[src/rtl/mic_frame_buffer.sv]
// Double-buffered capture of decimated microphone samples into SAMPLES-word frames.
// Each completed frame is handed to the FFT through a valid/ack handshake.
module mic_frame_buffer #(
  parameter int unsigned WIDTH   = 32,
  parameter int unsigned SAMPLES = 16,
  parameter int unsigned DECIM   = 1
) (
  input  logic                       adc_clk,
  input  logic                       reset,
  input  logic [WIDTH-1:0]           sample_in,
  input  logic                       sample_valid,
  output logic [SAMPLES*WIDTH-1:0]   frame_out,
  output logic                       frame_valid,
  input  logic                       frame_ack,
  output logic                       filling_bank,
  output logic [15:0]                frame_count,
  output logic [15:0]                overflow_count
);

  localparam int unsigned IW = (SAMPLES > 1) ? $clog2(SAMPLES) : 1;
  localparam int unsigned DW = (DECIM > 1) ? $clog2(DECIM) : 1;

  typedef enum logic {FILL, STALL} state_t;

  state_t           r_state;
  logic [IW-1:0]    r_wr_idx;
  logic [DW-1:0]    r_dec;
  logic             r_wr_bank;
  logic             r_rd_bank;
  logic             r_valid;
  logic [15:0]      r_frame_cnt;
  logic [15:0]      r_ovf_cnt;
  logic [WIDTH-1:0] r_mem [2][SAMPLES];

  logic w_elig;
  logic w_last;
  logic w_write;

  assign w_elig  = sample_valid && (r_dec == '0);
  assign w_last  = (r_wr_idx == IW'(SAMPLES - 1));
  assign w_write = !reset && (r_state == FILL) && w_elig;

  // Storage is never cleared; only the write side depends on reset.
  always_ff @(posedge adc_clk) begin
    if (w_write) r_mem[r_wr_bank][r_wr_idx] <= sample_in;
  end

  // While stalled, r_wr_bank is the completed (pending) bank, so a publish
  // out of STALL is just a swap of the read and write banks.
  always_ff @(posedge adc_clk) begin
    if (reset) begin
      r_state     <= FILL;
      r_wr_idx    <= '0;
      r_dec       <= '0;
      r_wr_bank   <= 1'b0;
      r_rd_bank   <= 1'b0;
      r_valid     <= 1'b0;
      r_frame_cnt <= '0;
      r_ovf_cnt   <= '0;
    end else begin
      if (sample_valid)
        r_dec <= (r_dec == DW'(DECIM - 1)) ? '0 : r_dec + DW'(1);

      case (r_state)
        FILL: begin
          if (w_elig && w_last) begin
            if (!r_valid || frame_ack) begin
              r_rd_bank   <= r_wr_bank;
              r_valid     <= 1'b1;
              r_frame_cnt <= r_frame_cnt + 16'd1;
              r_wr_bank   <= ~r_wr_bank;
              r_wr_idx    <= '0;
            end else begin
              r_state <= STALL;
            end
          end else begin
            if (w_elig) r_wr_idx <= r_wr_idx + IW'(1);
            if (r_valid && frame_ack) r_valid <= 1'b0;
          end
        end
        STALL: begin
          if (w_elig && (r_ovf_cnt != '1)) r_ovf_cnt <= r_ovf_cnt + 16'd1;
          if (frame_ack) begin
            r_rd_bank   <= r_wr_bank;
            r_wr_bank   <= r_rd_bank;
            r_wr_idx    <= '0;
            r_frame_cnt <= r_frame_cnt + 16'd1;
            r_state     <= FILL;
          end
        end
        default: r_state <= FILL;
      endcase
    end
  end

  always_comb begin
    frame_out = '0;
    for (int unsigned k = 0; k < SAMPLES; k++)
      frame_out[k*WIDTH +: WIDTH] = r_mem[r_rd_bank][k];
  end

  assign frame_valid    = r_valid;
  assign filling_bank   = r_wr_bank;
  assign frame_count    = r_frame_cnt;
  assign overflow_count = r_ovf_cnt;

endmodule

[config.mk]
export PLATFORM = sky130hd
export DESIGN_NAME = mic_frame_buffer
export DESIGN_NICKNAME = d
export VERILOG_FILES = /design/src/rtl/mic_frame_buffer.sv
export SDC_FILE = /design/constraint.sdc
export NUM_CORES = 1
export LEC_CHECK = 0
export CAP_MARGIN = 20
export CORE_AREA = 2 2 286 288
export CTS_CLUSTER_SIZE = 24
export DETAILED_ROUTE_END_ITERATION = 7
export DIE_AREA = 0 0 288 290
export MAX_ROUTING_LAYER = met4
export PLACE_DENSITY = 0.75
export SETUP_SLACK_MARGIN = 0.05
export SYNTH_ARGS = -nofsm -noshare
export SYNTH_HDL_FRONTEND = slang
export SYNTH_SLANG_ARGS = --single-unit
[constraint.sdc]
create_clock -name adc_clk -period 3.2 [get_ports adc_clk]
set_input_delay 0.64 -clock adc_clk [delete_from_list [all_inputs] [get_ports adc_clk]]
set_output_delay 0.64 -clock adc_clk [all_outputs]
set_load 0.02 [all_outputs]
==> results_dict.tcl <==
set metrics [dict create \
    groute.usage.overall_pct 25.3 \
    core_area_um2 80200 \
    hold_viol 0 \
    max_cap_violations 0 \
    fin_area_um2 50300 \
    hold_path.class "reg -> reg" \
    grt_max_degree 44 \
    rsz_0062_raised_after_global_routing "true" \
    drive_gt1_share_pct 30.5 \
    seqPwrFrac_pct 54.6 \
    route.detailed.vias_per_inst 5.57 \
    setup_total_negative_slack_ns 0 \
    placed_area_um2 46900 \
    slowest_stage "sky130_fd_sc_hd__clkdlybuf4s50_1" \
    final_min_period_over_clock_period_pct 98.2 \
    power_density_of_the_placed_cells_nw_per_um2 558 \
    timing_worst_slew_pin_value_ns 1.08 \
    wirelength_um 105000 \
    wl_met2_um 52000 \
    pwr-share-comb_pct 2.0 \
    synth.avg_cell_area_um2 20.7 \
    synth.area.top_cells "sky130_fd_sc_hd__edfxtp_1 (79%), sky130_fd_sc_hd__mux2_2 (15%), sky130_fd_sc_hd__dfxtp_1 (2.1%), sky130_fd_sc_hd__clkbuf_1 (0.66%), sky130_fd_sc_hd__nor2_1 (0.50%)" \
    top_layer_used "met4" \
    grt_pass1_vias 21000 \
    outcome "finished clean" \
    synth.net_count 1923 \
    power.switching_fraction_pct 20.1 \
    synth-seq-cells 1065 \
    numClockSinks 1065 \
    initialDrtViolationCount 2156 \
    timing.critical_path.slowest_cell_delay_ns 0.55 \
    crit_fanout 35 \
    vias 20700 \
    reg2reg_slack_ns 0.92 \
    post_synth_edffs 1024 \
    wire_per_inst_um 28.2 \
    required_time_of_the_worst_setup_path_ns 2.56 \
    cts_hold_buffers 0 \
    top_level_ports 582 \
    fin_nets 2608 \
    power_switching_mw 5.64 \
    timing.final.max_slew_violations 0 \
    synth.largest_area_cell "sky130_fd_sc_hd__edfxtp_1" \
    leakage_nw 17.0 \
    fillers 5504 \
    h-tree-depth 3 \
    gp_congestion 0.878 \
    port_buffers 581 \
    critical-path-top-cell-by-count "sky130_fd_sc_hd__buf_16" \
    cts_buffer_depth 3 \
    wl_met1_um 39700 \
    area_growth_pct 29.2 \
    drt_pass1_iterations 5 \
    max_clock_freq_mhz 318 \
    worst_clock_skew_ns 0.0427 \
    syn-cell-area_um2 39000 \
    ant_nets 0 \
    clk_root_buffer_cell "sky130_fd_sc_hd__clkbuf_16" \
    power.share.clock_pct 43.4 \
    hold_slack_ns 0.503 \
    end_kind "output pin" \
    global_route_wire_length_before_repair_um 146000 \
    portion_of_the_post_synthesis_area_used_by_sequential_elements_pct 81.0 \
    synthesis.instances 1881 \
    r2r.worst_path.cells 4 \
    synth-warning-count 0 \
    die_area_um2 83500 \
    timing.critical_path.cells "buf_16 -> buf_16 -> mux2_2 -> clkdlybuf4s50_1" \
    max-vdd-ir-drop_v 0.000478 \
    dp_hpwl_um 61300 \
    critPathArrivalTime_ns 2.50 \
    core.rowCount 104 \
    worstSetupPathDepth 4 \
    globalRoute.totalOverflow 0 \
    critical_path.reg2reg.endpoint "overflow_count[14]$_SDFFE_PP0P_" \
    synth_top_area_share_pct 78.9 \
    cts-buffers-inserted 103 \
    multi_input_gate_area_in_the_final_layout_um2 7330 \
    worst_skew_pair_later_pin_latency_ns 0.68 \
    placed_cells_incl_taps 3510 \
    grt_antenna_before_repair 8 \
    postSynth.topFlopCell "sky130_fd_sc_hd__edfxtp_1" \
    timing.critical_path.max_delay_family "buffers and inverters" \
    finalSetupViolations 0 \
    worstPathBufferInverterCount 3 \
    ys_types 47 \
    postSynth.asyncResetShare_pct 0 \
    cell_internal_pwr_mw 22.4 \
    timing_worst_setup_path_type "reg -> out" \
    storage_cell_area_um2 31600 \
    route.detailed.drc 0 \
    cts_tree "done" \
    slew_headroom_pct 28.2 \
    regToRegStartpoint "r_state$_SDFF_PP0_" \
    layout_min_cycle_time_ns 3.14 \
    routed-wl-met3_um 8410 \
    layout.cells.non_filler 3712 \
    floorplan.die.width_um 288 \
    initial_core_util_pct 48.6 \
    worstSetupStartpointType "flip-flop" \
    fp.dieH_um 290 \
    cts.reportedPaths.clkPinSlew_ns 0.06 \
    critPathCapture "frame_out[261]" \
]
[area by class of cell]
type,count,area share [%]
flip-flops and latches,1065,62.7
multi-input cells,738,14.6
repair buffers,653,13.2
clock buffers,122,5.36
well taps,1060,2.63
clock inverters,66,1.45
inverters,5,0.0373
diodes,3,0.0149
[cells in the final DEF, fill, tap and decap left out, drive strengths merged, types with 6 or more instances in the layout]
| master | netlist | routed |
|---|---|---|
| buf | 4 | 98 |
| dfxtp | 41 | 41 |
| o21ai | 12 | 12 |
| ha | 6 | 6 |
| or4 | 8 | 8 |
| clkinvlp | 0 | 9 |
| clkbuf | 69 | 123 |
| dlygate4sd2 | 0 | 314 |
| dlymetal6s2s | 0 | 38 |
| inv | 5 | 10 |
| nand2 | 20 | 20 |
| bufinv | 0 | 12 |
| a21oi | 24 | 24 |
| nor2 | 52 | 52 |
| clkdlybuf4s50 | 0 | 197 |
| clkinv | 0 | 40 |
| or3 | 13 | 13 |
| mux2 | 515 | 515 |
| nand3 | 19 | 19 |
| edfxtp | 1024 | 1024 |
| o31ai | 8 | 8 |
[through the flow]
step	total power, mW	utilization [%]	setup slack, ns
final	28.1	62.8	0.0592
after global routing	28.8	62.8	0.00168
after floorplan	15.7	-	-0.0514
after CTS	28.2	62.6	-0.0297
after detailed placement	16.2	58.5	0.276
after global placement	16.2	58.5	0.310
[layer usage]
| layer | track usage [%] | vias to the layer above |
|---|---|---|
| met5 | - | - |
| met2 | 40.8 | 1021 |
| li1 | - | 8842 |
| met4 | 10.9 | 0 |
| met3 | 5.77 | 196 |
| met1 | 30.6 | 10600 |
[flip-flops by register name, indices dropped and copies added, names as in the netlist, named ones only]
name and count:
frame_count 16, r_wr_idx 4, r_rd_bank 1, r_mem 1024
overflow_count 16, frame_valid 1, r_state 1, filling_bank 1
[worst min-delay path by stage]
stage	startpoint	slack, ns	endpoint	cells past startpoint
floorplan	r_rd_bank$_SDFFE_PP0P_	0.45	flip-flop	2
global placement	r_rd_bank$_SDFFE_PP0P_	0.46	flip-flop	2
detailed placement	r_rd_bank$_SDFFE_PP0P_	0.49	flip-flop	2
CTS	r_rd_bank$_SDFFE_PP0P_	0.50	flip-flop	2
global route	r_rd_bank$_SDFFE_PP0P_	0.52	filling_bank$_SDFFE_PP0P_	2
finish	r_rd_bank$_SDFFE_PP0P_	0.50	filling_bank$_SDFFE_PP0P_	2
[cell usage after synthesis (2+ instances only)]
library cell and n:
sky130_fd_sc_hd__a21oi_1 24, sky130_fd_sc_hd__nor4b_1 2, sky130_fd_sc_hd__and4_1 4, sky130_fd_sc_hd__xor2_1 5
sky130_fd_sc_hd__a211oi_1 3, sky130_fd_sc_hd__o31ai_1 8, sky130_fd_sc_hd__nand3_1 19, sky130_fd_sc_hd__xnor2_1 3
sky130_fd_sc_hd__ha_1 6, sky130_fd_sc_hd__edfxtp_1 1024, sky130_fd_sc_hd__inv_1 5, sky130_fd_sc_hd__or4_1 7
sky130_fd_sc_hd__or3b_2 3, sky130_fd_sc_hd__dfxtp_1 41, sky130_fd_sc_hd__clkbuf_1 69, sky130_fd_sc_hd__nor2b_1 5
sky130_fd_sc_hd__nor2_1 52, sky130_fd_sc_hd__and3_1 4, sky130_fd_sc_hd__buf_2 2, sky130_fd_sc_hd__o21ai_0 12
sky130_fd_sc_hd__nand2_1 20, sky130_fd_sc_hd__o2111ai_1 2, sky130_fd_sc_hd__nand3b_1 3, sky130_fd_sc_hd__or3_1 13
sky130_fd_sc_hd__nor4_1 4, sky130_fd_sc_hd__nor3_1 2, sky130_fd_sc_hd__nand4_1 5, sky130_fd_sc_hd__mux2_2 515
[tightest hold or removal path: stages, from the launching register on]
cell and delay (ns):
sky130_fd_sc_hd__dfxtp_1 0.31, sky130_fd_sc_hd__nand3_1 0.07, sky130_fd_sc_hd__a31oi_1 0.07
[power by group through the flow]
stage	registers, mW	logic [mW]	clock network, mW
final	15.3	0.565	12.2
after global routing	15.3	0.588	12.9
after CTS	15.3	0.574	12.3
after detailed placement	15.6	0.583	0
after global placement	15.6	0.562	0
after floorplan	15.6	0.110	0
[logic make-up after synthesis]
kind of cell / after synthesis / share of synthesized area [%]
DFF: 1065 / 81.0
muxes: 515 / 14.9
and+or+nand+nor: 150 / 2.01
buffers and inverters: 78 / 0.777
AOI/OAI and AO/OA: 59 / 0.954
xor gates and xnor gates: 8 / 0.180
adders and majority gates: 6 / 0.193
[repair_timing]
| action | CTS | global route |
|---|---|---|
| setup buffers | 3 | 2 |
| cloned | 5 | 1 |
| resized for setup | 325 | 39 |
| endpoints found under the setup margin | 425 | 107 |
No activity file was read; power rests on OpenSTA's default activity.
